$ cat src/rtl/alu_pkg.sv
`default_nettype none
// ============================================================================
// Module      : alu_pkg
// Description : Opcode map and FSM state encoding shared by seq_alu.
// Revision    : 1.0 - initial release
// ============================================================================
package alu_pkg;

    localparam logic [3:0] OP_OR   = 4'd0;
    localparam logic [3:0] OP_AND  = 4'd1;
    localparam logic [3:0] OP_SHL  = 4'd2;
    localparam logic [3:0] OP_SHR  = 4'd3;
    localparam logic [3:0] OP_CMP  = 4'd4;
    localparam logic [3:0] OP_NOT  = 4'd5;
    localparam logic [3:0] OP_XOR  = 4'd6;
    localparam logic [3:0] OP_ADD  = 4'd7;
    localparam logic [3:0] OP_SUB  = 4'd8;
    localparam logic [3:0] OP_INC  = 4'd9;
    localparam logic [3:0] OP_DEC  = 4'd10;
    localparam logic [3:0] OP_ROL  = 4'd11;
    localparam logic [3:0] OP_ROR  = 4'd12;
    localparam logic [3:0] OP_MUL  = 4'd13;
    localparam logic [3:0] OP_DIV  = 4'd14;
    localparam logic [3:0] OP_RSVD = 4'd15;

    typedef enum logic [1:0] {
        IDLE     = 2'd0,
        MUL_ITER = 2'd1,
        DIV_ITER = 2'd2
    } state_t;

endpackage
`default_nettype wire

$ cat src/rtl/seq_alu_if.sv
`default_nettype none
// ============================================================================
// Module      : seq_alu_if
// Description : Operation / result handshake bundle for seq_alu.
//               master = issuing side (decoder), slave = the ALU.
// Revision    : 1.0 - initial release
// ============================================================================
interface seq_alu_if #(
    parameter int WIDTH = 8
);
    logic             in_valid;
    logic             in_ready;
    logic [3:0]       opcode;
    logic [WIDTH-1:0] reg_a;
    logic [WIDTH-1:0] reg_b;
    logic             out_valid;
    logic             out_ready;
    logic [WIDTH-1:0] acc;
    logic [WIDTH-1:0] acc_hi;
    logic             flag;
    logic             eq_flag;
    logic             div_zero;
    logic             busy;

    modport master (
        output in_valid, opcode, reg_a, reg_b, out_ready,
        input  in_ready, out_valid, acc, acc_hi, flag, eq_flag, div_zero, busy
    );

    modport slave (
        input  in_valid, opcode, reg_a, reg_b, out_ready,
        output in_ready, out_valid, acc, acc_hi, flag, eq_flag, div_zero, busy
    );
endinterface
`default_nettype wire

$ cat src/rtl/alu_iter_unit.sv
`default_nettype none
// ============================================================================
// Module      : alu_iter_unit
// Description : Shared one-bit-per-cycle engine for unsigned shift-add MUL
//               and restoring DIV. {r_hi, r_lo} is the working register pair:
//               product {hi, lo} for MUL, {remainder, quotient} for DIV.
//               o_done is asserted during the final step, with o_hi/o_lo
//               carrying the value that step produces.
// Revision    : 1.0 - initial release
// ============================================================================
module alu_iter_unit #(
    parameter int WIDTH = 8
) (
    input  wire logic             clk,
    input  wire logic             rst_n,
    input  wire logic             i_start,
    input  wire logic             i_is_div,
    input  wire logic [WIDTH-1:0] i_a,
    input  wire logic [WIDTH-1:0] i_b,
    output logic                  o_done,
    output logic [WIDTH-1:0]      o_lo,
    output logic [WIDTH-1:0]      o_hi
);

    localparam int CNT_W = $clog2(WIDTH);
    localparam logic [CNT_W-1:0] LAST_STEP = CNT_W'(WIDTH - 1);

    logic [WIDTH-1:0] r_hi;
    logic [WIDTH-1:0] r_lo;
    logic [WIDTH-1:0] r_b;
    logic             r_is_div;
    logic             r_run;
    logic [CNT_W-1:0] r_cnt;

    logic [WIDTH:0]   w_sum;
    logic [WIDTH:0]   w_shift;
    logic [WIDTH:0]   w_diff;
    logic [WIDTH-1:0] w_nxt_hi;
    logic [WIDTH-1:0] w_nxt_lo;
    logic             w_last;

    // One iteration step: conditional add-and-shift-right for MUL,
    // shift-left-and-trial-subtract for DIV (borrow = MSB of w_diff).
    always_comb begin
        w_sum   = {1'b0, r_hi} + (r_lo[0] ? {1'b0, r_b} : {(WIDTH+1){1'b0}});
        w_shift = {r_hi, r_lo[WIDTH-1]};
        w_diff  = w_shift - {1'b0, r_b};
        if (r_is_div) begin
            if (!w_diff[WIDTH]) begin
                w_nxt_hi = w_diff[WIDTH-1:0];
                w_nxt_lo = {r_lo[WIDTH-2:0], 1'b1};
            end else begin
                w_nxt_hi = w_shift[WIDTH-1:0];
                w_nxt_lo = {r_lo[WIDTH-2:0], 1'b0};
            end
        end else begin
            w_nxt_hi = w_sum[WIDTH:1];
            w_nxt_lo = {w_sum[0], r_lo[WIDTH-1:1]};
        end
        w_last = r_run && (r_cnt == LAST_STEP);
    end

    assign o_done = w_last;
    assign o_lo   = w_nxt_lo;
    assign o_hi   = w_nxt_hi;

    // Load operands on start, then advance one step per cycle until the last.
    always_ff @(posedge clk) begin
        if (!rst_n) begin
            r_hi     <= '0;
            r_lo     <= '0;
            r_b      <= '0;
            r_is_div <= 1'b0;
            r_run    <= 1'b0;
            r_cnt    <= '0;
        end else if (i_start) begin
            r_hi     <= '0;
            r_lo     <= i_a;
            r_b      <= i_b;
            r_is_div <= i_is_div;
            r_run    <= 1'b1;
            r_cnt    <= '0;
        end else if (r_run) begin
            r_hi <= w_nxt_hi;
            r_lo <= w_nxt_lo;
            if (w_last) begin
                r_run <= 1'b0;
                r_cnt <= '0;
            end else begin
                r_cnt <= r_cnt + 1'b1;
            end
        end
    end

endmodule
`default_nettype wire

$ cat src/rtl/seq_alu.sv
`default_nettype none
// ============================================================================
// Module      : seq_alu
// Description : Handshaked WIDTH-bit ALU with registered results. Single-cycle
//               ops are computed here; MUL and non-zero DIV are handed to
//               alu_iter_unit and complete WIDTH cycles after acceptance.
// Revision    : 1.0 - initial release
// ============================================================================
module seq_alu
    import alu_pkg::*;
#(
    parameter int WIDTH = 8
) (
    input  wire logic clk,
    input  wire logic rst_n,
    seq_alu_if.slave  bus
);

    state_t r_state;
    state_t w_next_state;

    logic             r_out_valid;
    logic [WIDTH-1:0] r_acc;
    logic [WIDTH-1:0] r_acc_hi;
    logic             r_flag;
    logic             r_eq;
    logic             r_dz;

    logic             w_in_ready;
    logic             w_accept;
    logic             w_start_iter;
    logic             w_is_mul;
    logic             w_write;

    logic [WIDTH:0]   w_wide;
    logic             w_zero_flag_op;
    logic [WIDTH-1:0] w_sc_acc;
    logic [WIDTH-1:0] w_sc_hi;
    logic             w_sc_flag;
    logic             w_sc_eq;
    logic             w_sc_dz;

    logic [WIDTH-1:0] w_wr_acc;
    logic [WIDTH-1:0] w_wr_hi;
    logic             w_wr_flag;
    logic             w_wr_eq;
    logic             w_wr_dz;

    logic             w_iter_done;
    logic [WIDTH-1:0] w_iter_lo;
    logic [WIDTH-1:0] w_iter_hi;

    alu_iter_unit #(
        .WIDTH (WIDTH)
    ) u_iter (
        .clk      (clk),
        .rst_n    (rst_n),
        .i_start  (w_start_iter),
        .i_is_div (!w_is_mul),
        .i_a      (bus.reg_a),
        .i_b      (bus.reg_b),
        .o_done   (w_iter_done),
        .o_lo     (w_iter_lo),
        .o_hi     (w_iter_hi)
    );

    // Single-cycle result from the operands presented this cycle; only
    // meaningful when it is written at an accept edge.
    always_comb begin
        w_wide         = '0;
        w_zero_flag_op = 1'b0;
        w_sc_acc       = '0;
        w_sc_hi        = '0;
        w_sc_flag      = 1'b0;
        w_sc_eq        = 1'b0;
        w_sc_dz        = 1'b0;
        case (bus.opcode)
            OP_OR:  begin w_sc_acc = bus.reg_a | bus.reg_b; w_zero_flag_op = 1'b1; end
            OP_AND: begin w_sc_acc = bus.reg_a & bus.reg_b; w_zero_flag_op = 1'b1; end
            OP_NOT: begin w_sc_acc = ~bus.reg_a;            w_zero_flag_op = 1'b1; end
            OP_XOR: begin w_sc_acc = bus.reg_a ^ bus.reg_b; w_zero_flag_op = 1'b1; end
            OP_SUB: begin w_sc_acc = bus.reg_a - bus.reg_b; w_zero_flag_op = 1'b1; end
            OP_SHL: w_sc_acc = {bus.reg_a[WIDTH-2:0], 1'b0};
            OP_SHR: w_sc_acc = {1'b0, bus.reg_a[WIDTH-1:1]};
            OP_ROL: w_sc_acc = {bus.reg_a[WIDTH-2:0], bus.reg_a[WIDTH-1]};
            OP_ROR: w_sc_acc = {bus.reg_a[0], bus.reg_a[WIDTH-1:1]};
            OP_DEC: w_sc_acc = bus.reg_a - 1'b1;
            OP_ADD: begin
                w_wide    = {1'b0, bus.reg_a} + {1'b0, bus.reg_b};
                w_sc_acc  = w_wide[WIDTH-1:0];
                w_sc_flag = w_wide[WIDTH];
            end
            OP_INC: begin
                w_wide    = {1'b0, bus.reg_a} + (WIDTH+1)'(1);
                w_sc_acc  = w_wide[WIDTH-1:0];
                w_sc_flag = w_wide[WIDTH];
            end
            OP_CMP: begin
                w_sc_acc  = bus.reg_a;
                w_sc_flag = bus.reg_a > bus.reg_b;
                w_sc_eq   = bus.reg_a == bus.reg_b;
            end
            OP_DIV: begin
                // Only the divide-by-zero case reaches the registers from here.
                w_sc_acc = '1;
                w_sc_hi  = bus.reg_a;
                w_sc_dz  = 1'b1;
            end
            default: begin
                // MUL goes through the iter unit; reserved yields all zeros.
                w_sc_acc = '0;
            end
        endcase
        if (w_zero_flag_op) begin
            w_sc_flag = (w_sc_acc == '0);
        end
    end

    // FSM state register.
    always_ff @(posedge clk) begin
        if (!rst_n) begin
            r_state <= IDLE;
        end else begin
            r_state <= w_next_state;
        end
    end

    // Handshake, next state and result-register write selection.
    always_comb begin
        w_next_state = r_state;
        w_in_ready   = (r_state == IDLE) && (!r_out_valid || bus.out_ready);
        w_accept     = bus.in_valid && w_in_ready;
        w_is_mul     = (bus.opcode == OP_MUL);
        w_start_iter = w_accept &&
                       (w_is_mul || ((bus.opcode == OP_DIV) && (bus.reg_b != '0)));
        w_write      = 1'b0;
        w_wr_acc     = w_sc_acc;
        w_wr_hi      = w_sc_hi;
        w_wr_flag    = w_sc_flag;
        w_wr_eq      = w_sc_eq;
        w_wr_dz      = w_sc_dz;
        case (r_state)
            IDLE: begin
                if (w_start_iter) begin
                    w_next_state = w_is_mul ? MUL_ITER : DIV_ITER;
                end else if (w_accept) begin
                    w_write = 1'b1;
                end
            end
            MUL_ITER, DIV_ITER: begin
                if (w_iter_done) begin
                    w_next_state = IDLE;
                    w_write      = 1'b1;
                    w_wr_acc     = w_iter_lo;
                    w_wr_hi      = w_iter_hi;
                    w_wr_eq      = 1'b0;
                    w_wr_dz      = 1'b0;
                    w_wr_flag    = (r_state == MUL_ITER) ? (w_iter_hi != '0)
                                                         : (w_iter_lo == '0);
                end
            end
            default: begin
                w_next_state = IDLE;
            end
        endcase
    end

    // Result registers: a new result wins over a same-edge consume;
    // otherwise hold until the consumer takes it.
    always_ff @(posedge clk) begin
        if (!rst_n) begin
            r_out_valid <= 1'b0;
            r_acc       <= '0;
            r_acc_hi    <= '0;
            r_flag      <= 1'b0;
            r_eq        <= 1'b0;
            r_dz        <= 1'b0;
        end else if (w_write) begin
            r_out_valid <= 1'b1;
            r_acc       <= w_wr_acc;
            r_acc_hi    <= w_wr_hi;
            r_flag      <= w_wr_flag;
            r_eq        <= w_wr_eq;
            r_dz        <= w_wr_dz;
        end else if (bus.out_ready) begin
            r_out_valid <= 1'b0;
        end
    end

    assign bus.in_ready  = w_in_ready;
    assign bus.out_valid = r_out_valid;
    assign bus.acc       = r_acc;
    assign bus.acc_hi    = r_acc_hi;
    assign bus.flag      = r_flag;
    assign bus.eq_flag   = r_eq;
    assign bus.div_zero  = r_dz;
    assign bus.busy      = (r_state != IDLE);

endmodule
`default_nettype wire
$ cat src/flat_wrapper.sv
// flat-port wrapper written by rule: the top's interface ports become plain ports
module seq_alu_flat import alu_pkg::*;
#(
    parameter int WIDTH = 8
)
  (clk, rst_n, bus_in_valid, bus_opcode, bus_reg_a, bus_reg_b, bus_out_ready, bus_in_ready, bus_out_valid, bus_acc, bus_acc_hi, bus_flag, bus_eq_flag, bus_div_zero, bus_busy);
  seq_alu_if #(.WIDTH(WIDTH)) bus_i ();
  input  wire logic clk;
  input  wire logic rst_n;
  input wire logic [$bits(bus_i.in_valid)-1:0] bus_in_valid;
  input wire logic [$bits(bus_i.opcode)-1:0] bus_opcode;
  input wire logic [$bits(bus_i.reg_a)-1:0] bus_reg_a;
  input wire logic [$bits(bus_i.reg_b)-1:0] bus_reg_b;
  input wire logic [$bits(bus_i.out_ready)-1:0] bus_out_ready;
  output wire logic [$bits(bus_i.in_ready)-1:0] bus_in_ready;
  output wire logic [$bits(bus_i.out_valid)-1:0] bus_out_valid;
  output wire logic [$bits(bus_i.acc)-1:0] bus_acc;
  output wire logic [$bits(bus_i.acc_hi)-1:0] bus_acc_hi;
  output wire logic [$bits(bus_i.flag)-1:0] bus_flag;
  output wire logic [$bits(bus_i.eq_flag)-1:0] bus_eq_flag;
  output wire logic [$bits(bus_i.div_zero)-1:0] bus_div_zero;
  output wire logic [$bits(bus_i.busy)-1:0] bus_busy;
  assign bus_i.in_valid = bus_in_valid;
  assign bus_i.opcode = bus_opcode;
  assign bus_i.reg_a = bus_reg_a;
  assign bus_i.reg_b = bus_reg_b;
  assign bus_i.out_ready = bus_out_ready;
  assign bus_in_ready = bus_i.in_ready;
  assign bus_out_valid = bus_i.out_valid;
  assign bus_acc = bus_i.acc;
  assign bus_acc_hi = bus_i.acc_hi;
  assign bus_flag = bus_i.flag;
  assign bus_eq_flag = bus_i.eq_flag;
  assign bus_div_zero = bus_i.div_zero;
  assign bus_busy = bus_i.busy;
  seq_alu #(.WIDTH(WIDTH)) u_core (.clk(clk), .rst_n(rst_n), .bus(bus_i));
endmodule
$ cat config.mk
export PLATFORM = sky130hd
export DESIGN_NAME = seq_alu_flat
export DESIGN_NICKNAME = d
export VERILOG_FILES = /design/src/rtl/alu_pkg.sv /design/src/rtl/seq_alu_if.sv /design/src/rtl/alu_iter_unit.sv /design/src/rtl/seq_alu.sv /design/src/flat_wrapper.sv
export SDC_FILE = /design/constraint.sdc
export NUM_CORES = 1
export LEC_CHECK = 0
export CAP_MARGIN = 20
export CORE_UTILIZATION = 56
export CTS_CLUSTER_DIAMETER = 40
export DETAILED_ROUTE_END_ITERATION = 10
export PLACE_DENSITY = 0.89
export SYNTH_ARGS = -nofsm -noshare
export SYNTH_HDL_FRONTEND = slang
export SYNTH_HIERARCHICAL = 1
export SYNTH_SLANG_ARGS = --single-unit
export TNS_END_PERCENT = 50
$ cat constraint.sdc
create_clock -name clk -period 7.5 [get_ports clk]
set_input_delay 0.75 -clock clk [delete_from_list [all_inputs] [get_ports clk]]
set_output_delay 0.75 -clock clk [all_outputs]
set_load 0.05 [all_outputs]
==> impl_metrics.csv <==
group,metric,value,unit
status,status,"finished clean",
worst_setup_path,end_kind,"flip-flop",
worst_setup_path,cp.required,7.75,ns
clocking,cts_setup_buffers,0,
power_and_ir_drop,vdd_drop_max,0.117,mV
global_routing,grt_use_met1,0.438,
global_routing,antenna_found_initial,0,
synth,yosys_warnings,6,
synth,netlist_area,5420,um^2
clocking,cts_made_buffers,5,
timing,tns,0,ns
place,io_buffers,45,
worst_setup_path,cpPeakStageDelay,0.86,ns
synth,syn-num-nets,782,
die,die_y,100,um
die,rows,35,
synth,yosys.area_share.adder,0.123,
synth,yosysSeqAreaShare,0.188,
global_routing,grt_max_degree,44,
place,dp_hpwl,12900,um
drt,wl_per_cell,20.7,um
synth,syn_inst,707,
die,die_w,100,um
finish,nets,795,
finish,drive_above_1_share,0.0666,
timing,finalSetupViolCount,0,
global_routing,grt-ovfl-total,0,
synth,synth_xor_area_frac,0.0291,
synth,synth_top_family_by_area,"compound AO/OA/AOI/OAI gates",
synth,synthSimpleGateAreaFrac,0.255,
global_routing,met3_usage,0.0773,
finish,multiInputGateArea,4000,um^2
die,io_pins,46,
synth,synth_compound_area_frac,0.285,
place,gp_congestion,1.10,
timing,finalCriticalPeriod,4.16,ns
run,cap_violations,0,
global_routing,grt_use_met2,0.590,
finish,fillerInstances,808,
die,core_area,9280,um^2
drt,vias,5766,
drt,drc,0,
global_routing,grt_pass1_vias,5540,
timing,relSlewSlack,0.315,
timing,fmax,240,MHz
timing,maxSlewViolCount,0,
power_and_ir_drop,power_leakage,2.35,nW
finish,final_cell_mix,"nor2_1 (62), dfxtp_1 (51), ha_1 (47)",
die,die_area,10100,um^2
power_and_ir_drop,power.density,142,nW/um^2
worst_setup_path,path_buf_inv,2,
clocking,clock_latency,0.32,ns
timing,grt_setup_unrepaired,"no",
finish,final_common_cell,"nor2_1",
finish,ff_latch_area,1020,um^2
worst_setup_path,critical_path_class,"input pin to flip-flop",
worst_setup_path,critPathLaunchType,"input pin",
drt,final_antenna_net_count,0,
clocking,htree_num_levels,2,
global_routing,track_usage,0.357,
worst_setup_path,cp_top_family,"compound AO/OA/AOI/OAI gates",
clocking,path_clk_slew,0.10,ns
clocking,cts.sinks,51,
drt,drtIter0Drc,667,
synth,synth_edf_count,0,
worst_setup_path,path_cells,"clkdlybuf4s50_1 -> inv_1 -> ha_1 -> a21o_1 -> a21oi_1 -> o31ai_1 -> a31oi_1 -> a221o_1 -> a21o_1 -> or4_1 -> a31oi_1",
drt,wl,17600,um
timing,fin_worst_skew,0.0107,ns
worst_setup_path,cp_max_fo,14,
hold_path,min_path_type,"flip-flop to flip-flop",
finish,area_growth,10.4,%
synth,synthFlopType,"dfxtp_1",
clocking,clock_path_buffers,2,
timing,final-hold-violation-count,0,
synth,synth.distinct_cells,85,
clocking,cts_resized,0,
worst_setup_path,cp_slowest_cell,"clkdlybuf4s50_1",
finish,postLayoutCoreUtil,0.644,
synth,synth_area_per_cell,7.66,um^2
clocking,holdBufCountCts,0,
clocking,cts_tree,"yes",
global_routing,grt-busiest-layer,"met2",
timing,tightest_slew,1.03,ns
synth,async_flop_share,0,
die,start_util,0.583,
global_routing,grt_pass1_wl,28400,um
clocking,clockRootBuffer,"clkbuf_8",
synth,muxShareOfSynthArea,0.0439,
worst_setup_path,critPathArrivalTime,4.41,ns
timing,finalCritPeriodShare,0.555,
synth,ys_seq_elements,51,
finish,diodes,0,
drt,avgViaCountPerCell,6.78,
drt,dr.pass1.iters,6,
report_power, final:
part | switching, mW | total [mW] | internal (mW)
clock network | 0.0994 | 0.200 | 0.101
logic | 0.220 | 0.352 | 0.133
registers | 0.0141 | 0.299 | 0.285
path summary, 6_finish.rpt:
| check | cells past startpoint | slack [ns] | endpoint | startpoint |
|---|---|---|---|---|
| worst max register to register | 16 | 3.90 | u_core/bus.flag | u_core/u_iter/r_lo[7] |
| worst max-delay path | 11 | 3.34 | u_core/bus.flag | bus_reg_a[1] |
| worst min-delay path | 2 | 0.47 | u_core/bus.acc[6] | u_core/bus.acc[6] |
| worst min register to register | 2 | 0.47 | u_core/bus.acc[6] | u_core/bus.acc[6] |
routing by layer:
layer | share of wire | wire length [um]
met1 | 0.39 | 6900
met2 | 0.46 | 8120
met3 | 0.10 | 1760
met4 | 0.047 | 820
met5 | 0 | 0
cell type report:
| type | count | share of cell area |
|---|---|---|
| sequential | 51 | 0.171 |
| tap | 129 | 0.0270 |
| clock buffer | 5 | 0.0115 |
| inverter | 45 | 0.0282 |
| multi-input combinational | 564 | 0.668 |
| timing repair buffer | 53 | 0.0866 |
| clock inverter | 3 | 0.00774 |
flip-flops by register name (all words and copies together), names as in the netlist, 2 cells and up:
register,flops
u_core/u_iter/r_hi,8
u_core/u_iter/r_b,8
u_core/bus.acc,8
u_core/u_iter/r_cnt,3
u_core/bus.acc_hi,8
u_core/r_state,2
u_core/u_iter/r_lo,8
synthesized netlist by cell type (all sizes together), types with 4 or more instances:
cell type	count	area, um^2
nor3	20	105
o21a	5	37.5
nand3	21	105
mux2	6	67.6
a211oi	15	123
clkbuf	24	91.3
nor4	12	81.3
a21oi	40	204
a21boi	10	75.1
a222oi	9	90.1
a22oi	7	57.6
o21ai	36	180
or2	6	37.5
o211ai	8	60.1
o21bai	4	30.0
and2	14	87.6
o21ba	5	50.1
o22ai	8	50.1
xnor2	13	114
nand4	6	37.5
buf	23	146
nand2b	16	100
fa	4	80.1
ha	47	588
a31oi	7	43.8
a21o	12	90.1
mux2i	17	170
xor2	5	43.8
nand3b	6	45.0
dfxtp	51	1020
a221oi	5	43.8
inv	45	169
o31ai	8	92.6
nor2	64	243
nor2b	33	206
nand2	40	155
or3	7	43.8
through the flow:
step	hold slack, ns	cells	setup WS (ns)	instance area [um^2]	power (mW)
after floorplan	0.465	707	4.32	5420	0.545
after global placement	0.455	841	3.28	5850	0.634
after detailed placement	0.455	841	3.11	5850	0.642
after CTS	0.469	849	3.44	5960	0.839
after global routing	0.505	850	3.21	5980	0.893
final	0.467	850	3.34	5980	0.852
worst min-delay path, cell delays in order (launching register included):
cell      delay (ns)
dfxtp_1         0.32
nand2_1         0.05
a21boi_0        0.06
logic make-up after synthesis:
| logic type | Yosys count |
|---|---|
| fa+ha+maj | 51 |
| xor+xnor | 18 |
| flops | 51 |
| compound gates | 212 |
| simple gates | 260 |
| buf+inv | 92 |
| mux | 23 |
Power figures use the tool's default switching activity.
==> variant 1: new RTL, same flow settings <==
Re-encode `state_t` (3 states) as one-hot, 3 bits wide.
--- a/src/rtl/alu_pkg.sv
+++ b/src/rtl/alu_pkg.sv
@@ -25,6 +25,6 @@
 
-    typedef enum logic [1:0] {
-        IDLE     = 2'd0,
-        MUL_ITER = 2'd1,
-        DIV_ITER = 2'd2
+    typedef enum logic [2:0] {
+        IDLE     = 3'b001,
+        MUL_ITER = 3'b010,
+        DIV_ITER = 3'b100
     } state_t;
Function: no difference found for any inputs over 4 cycles, from zero or initial values and one cycle with rst_n low; so few cycles prove little.
==> variant 1 against the original RTL <==
- core utilization is 0.34 points lower
- combinational power is 14% lower
- synthesized area hardly changed
- sequential cell count is 1 higher
- maximum frequency is 2.7% lower
- first-iteration DRC count is 10% higher
- final area hardly changed
- wire length is 1.9% higher
- sequential power hardly changed
- total power is 9.4% lower
- clock power is 14% lower
- worst setup slack worse by 120 ps
==> variant 1: results (changes against the original RTL) <==
----------------------------------------------------
[Routing]
  Met1 wire length ... 7.28 mm (+5.4%)
  Violation count after the first detailed-routing iteration ... 736 (+10%)
  Length of routed met3 wiring ... 2.11 mm (+20%)
  Wire length reported by the detailed router ... 17.9 mm (+1.9%)
  Met2 routed WL ... 7.94 mm (-2.2%)

[Placed design]
  Placer congestion estimate ... 0.998 (-9.4%)
  Sum of net half-perimeters after detailed placement ... 13.2 mm (+2.3%)
  Pre-CTS setup slack ... 3110 ps (+0.0600 ps)
  Standard cell area after detailed placement ... 5880 um^2 (+0.51%)

[Logic synthesis]
  Xor/xnor cell area share of the yosys netlist ... 3.55% (+0.64 points)
  Register area share after synthesis ... 19.2% (+0.35 points)
  Leading cell types by total area after synthesis ... sky130_fd_sc_hd__dfxtp_1 19%, sky130_fd_sc_hd__ha_1 10%, sky130_fd_sc_hd__nor2_1 4.2%
  Synth Area in Adders ... 11.6% (-0.70 points)
  Commonest cells in the netlist ... 61 x sky130_fd_sc_hd__nor2_1, 52 x sky130_fd_sc_hd__dfxtp_1, 48 x sky130_fd_sc_hd__nand2_1

[Power and ir drop]
  Leakage ... 2.37 nW (+0.70%)
  Max rail drop VDD ... 0.000105 V (-10%)

[Critical path]
  Cell family contributing the most delay on the critical path ... simple AND/OR/NAND/NOR gates
  Launch point of the critical path ... u_core/u_iter/r_lo[7]
  Critical Path AT ... 4520 ps (+110 ps)
  Highest-delay cell along the critical path ... sky130_fd_sc_hd__or4_1
  Largest fanout of any net on the critical path ... 7 (-7)
  Type of the setup path with the least slack ... register to register
  Depth of the worst register-to-register path ... 17 (+1)

[Min path]
  HP Start ... u_core/bus.acc[2]

[Global routing]
  Met2 Track Usage GR ... 55.7% (-3.3 points)
  GRT Overall Usage ... 35.5% (-0.14 points)
  Met1 Resource Use GR ... 47.6% (+3.8 points)
  Via count of the first global-routing pass ... 5386 (-2.8%)
  First-pass GRT wire length ... 28.0 mm (-1.5%)

[Run status]
  Status ... finished clean

[Final layout]
  Fraction of final layout cells with drive strength greater than 1 ... 6.52% (-0.14 points)

[Timing]
  Time the worst path needs with I/O delays and setup ... 4280 ps (+117 ps)
  Max transition margin ... 33.5% (+2.0 points)

----------------------------------------------------
variant 1: power groups by stage:
stage / logic (mW) / clock network [mW] / registers [mW]
after floorplan: 0.190 / 0 / 0.317
after global placement: 0.289 / 0 / 0.303
after detailed placement: 0.290 / 0 / 0.304
after CTS: 0.292 / 0.174 / 0.298
after global routing: 0.322 / 0.186 / 0.299
final: 0.302 / 0.172 / 0.298
variant 1: area by class of cell:
class	count	area [um^2]
clock buffer	5	68.8
sequential	52	1040
tap	129	161
fill	804	3350
clock inverter	3	27.5
multi-input combinational	564	4000
timing repair buffer	53	510
inverter	44	165
variant 1: stage by stage:
stage	hold slack, ps	cells
2_1_floorplan	465	708
3_3_place_gp	463	842
3_5_place_dp	460	842
4_1_cts	479	850
5_1_grt	496	850
6_report	474	850
variant 1: cells by family (layout without fill, tap and decap cells):
kind of cell,Yosys count,count (layout)
AOI/OAI and AO/OA,209,209
xor gates and xnor gates,22,22
adders and majority gates,48,48
buffers and inverters,92,105
DFF,52,52
muxes,28,28
and+or+nand+nor,257,257
==> variant 2: new RTL, same settings <==
Without the edit above. `WIDTH` is set to 8 in 4 places; all go to 16.
--- a/src/rtl/seq_alu_if.sv
+++ b/src/rtl/seq_alu_if.sv
@@ -8,3 +8,3 @@
 interface seq_alu_if #(
-    parameter int WIDTH = 8
+    parameter int WIDTH = 16
 );
--- a/src/rtl/alu_iter_unit.sv
+++ b/src/rtl/alu_iter_unit.sv
@@ -11,3 +11,3 @@
 module alu_iter_unit #(
-    parameter int WIDTH = 8
+    parameter int WIDTH = 16
 ) (
--- a/src/rtl/seq_alu.sv
+++ b/src/rtl/seq_alu.sv
@@ -11,3 +11,3 @@
 #(
-    parameter int WIDTH = 8
+    parameter int WIDTH = 16
 ) (
--- a/src/flat_wrapper.sv
+++ b/src/flat_wrapper.sv
@@ -3,3 +3,3 @@
 #(
-    parameter int WIDTH = 8
+    parameter int WIDTH = 16
 )
Interface: changed (resized bus_acc, bus_acc_hi, bus_reg_a and bus_reg_b); port bits go from 46 to 78. The function was not compared with the original's and may differ.
==> variant 2 against the original RTL <==
- sequential share of layout area decreased by 1.2 points
- synthesized cell count up 100%
- final area rose by 94%
- clock power up 120%
- worst setup slack worse by 1400 ps
- total power rose by 99%
- wire length rose by 130%
- sequential cell count rose by 41
- sequential power increased by 78%
- first-iteration DRC count grew to 2.9 times the old value
- synthesized area grew 95%
- critical path type is now register to register
==> variant 2: results (changes against the original RTL) <==
----------------------------------------------------
[Critical path]
  Highest-delay cell along the critical path ... sky130_fd_sc_hd__o311ai_0
  Largest fanout of any net on the critical path ... 12 (-2)
  Cell family contributing the most delay on the critical path ... compound AO/OA/AOI/OAI gates
  Delay contributed by the slowest stage of the critical path ... 700 ps (-160 ps)
  Critical Path AT ... 5830 ps (+1420 ps)

[Global routing]
  Maximum number of pins on one net before global-route repair ... 79 (+80%)
  First-pass GRT wire length ... 62.7 mm (+120%)
  Initial antenna violation count ... 1 (+1)
  Via count of the first global-routing pass ... 10800 (+96%)
  GRT Overall Usage ... 41.6% (+6.0 points)

[Logic synthesis]
  Number of unique standard cell types used by synthesis ... 93 (+9.4%)
  Count of mapped cells out of synthesis ... 1436 (+100%)
  Async SR Flop Fraction ... 0% (unchanged)
  Commonest cells in the netlist ... 143 x sky130_fd_sc_hd__nor2_1, 92 x sky130_fd_sc_hd__dfxtp_1, 91 x sky130_fd_sc_hd__a21oi_1
  Leading cell types by total area after synthesis ... sky130_fd_sc_hd__dfxtp_1 17%, sky130_fd_sc_hd__ha_1 10%, sky130_fd_sc_hd__nor2_1 5.1%
  Register area share after synthesis ... 17.4% (-1.4 points)

[Timing]
  Setup clock skew after layout ... 7.08 ps (-3.66 ps)
  Slew at the pin closest to its max-slew limit ... 1050 ps (+20.1 ps)

[Routing]
  TritonRoute pass-1 iters ... 10 (+4)
  Violation count after the first detailed-routing iteration ... 1906 (+190%)
  Wire length reported by the detailed router ... 41.3 mm (+130%)
  Total via count after detailed routing ... 11800 (+100%)

[Run status]
  Status ... finished clean

[Power and ir drop]
  Leakage ... 4.55 nW (+94%)
  Max rail drop VDD ... 0.000179 V (+52%)

[Placed design]
  Placer congestion estimate ... 1.02 (-7.5%)
  Sum of net half-perimeters after detailed placement ... 30.5 mm (+140%)
  Port buffer count ... 77 (+71%)
  Standard cell area after detailed placement ... 11300 um^2 (+93%)

[Clocking]
  Root buffer selected by CTS ... sky130_fd_sc_hd__clkbuf_16
  CTS resizes ... 0 (unchanged)
  Clock insertion delay at the later pin of the skew report ... 340 ps (+20 ps)
  Maximum level of the CTS H-tree ... 3 (+1)
  Number of clock buffers inserted by TritonCTS ... 9 (+4)

[Final layout]
  Non-Filler Cell Area, Final ... 11600 um^2 (+94%)
  Non-Filler Instances ... 1669 (+96%)
  Fraction of final layout cells with drive strength greater than 1 ... 6.18% (-0.48 points)
  Net count, final ... 1566 (+97%)
  Count of filler cells inserted in the layout ... 1612 (+100%)

----------------------------------------------------
-- variant 2: cell count changes in the layout (fill, tap and decap cells not counted), moves of 32 or more --
| cell | unedited run | this run |
|---|---|---|
| sky130_fd_sc_hd__nand2_1 | 38 | 85 |
| sky130_fd_sc_hd__dfxtp_1 | 51 | 91 |
| sky130_fd_sc_hd__o21ai_0 | 34 | 66 |
| sky130_fd_sc_hd__inv_1 | 43 | 80 |
| sky130_fd_sc_hd__a21oi_1 | 38 | 91 |
| sky130_fd_sc_hd__nor2_1 | 62 | 142 |
| sky130_fd_sc_hd__ha_1 | 47 | 87 |
-- variant 2: layout make-up --
class	count	share of cell area, %
repair buffers	92	7.42
multi-input cells	1158	69.1
clock buffers	10	1.98
well taps	229	2.48
clock inverters	6	0.454
inverters	82	2.66
flip-flops and latches	92	15.9
-- variant 2: stage by stage --
stage          hold WS [ps]  worst slack [ps]
3_5_place_dp            471              2100
2_1_floorplan           471              3190
5_1_grt                 521              1590
6_report                478              1900
4_1_cts                 481              2080
3_3_place_gp            472              2160
-- variant 2: worst paths after layout --
kind	start	endpoint	slack (ps)	cells past startpoint
worst max-delay path	u_core/u_iter/r_lo[15]	u_core/bus.flag	1900	19
worst min-delay path	u_core/bus.acc[14]	u_core/bus.acc[14]	480	2
worst max register to register	u_core/u_iter/r_lo[15]	u_core/bus.flag	1900	19
worst min register to register	u_core/bus.acc[14]	u_core/bus.acc[14]	480	2
-- variant 2: logic make-up (layout without fill, tap and decap cells) --
| family | Yosys count | count (layout) | synth area share (%) |
|---|---|---|---|
| simple gates | 527 | 527 | 25.9 |
| flops | 92 | 92 | 17.4 |
| compound gates | 444 | 444 | 29.7 |
| fa+ha+maj | 91 | 91 | 11.1 |
| xor+xnor | 41 | 41 | 3.40 |
| buf+inv | 186 | 190 | 7.04 |
| mux | 55 | 55 | 5.42 |
-- variant 2: tightest hold or removal path, stage by stage, from the launching register on --
cell                      delay, ps
sky130_fd_sc_hd__dfxtp_1        310
sky130_fd_sc_hd__nand3_1         60
sky130_fd_sc_hd__o31ai_1         60
-- variant 2: routing by layer --
| metal | global-route usage, % | up-vias | share of wire [%] |
|---|---|---|---|
| met3 | 7.19 | 165 | 11 |
| met5 | 0 | - | 0.031 |
| li1 | - | 5288 | - |
| met1 | 50.3 | 5559 | 37 |
| met2 | 69.1 | 798 | 46 |
| met4 | 25.3 | 2 | 6.1 |
-- variant 2: where the power goes --
| group | leakage (nW) | switching (mW) | internal (mW) |
|---|---|---|---|
| Combinational | 3.67 | 0.474 | 0.250 |
| Clock | 0.132 | 0.205 | 0.231 |
| Sequential | 0.746 | 0.0197 | 0.513 |
| Total | 4.55 | 0.699 | 0.993 |
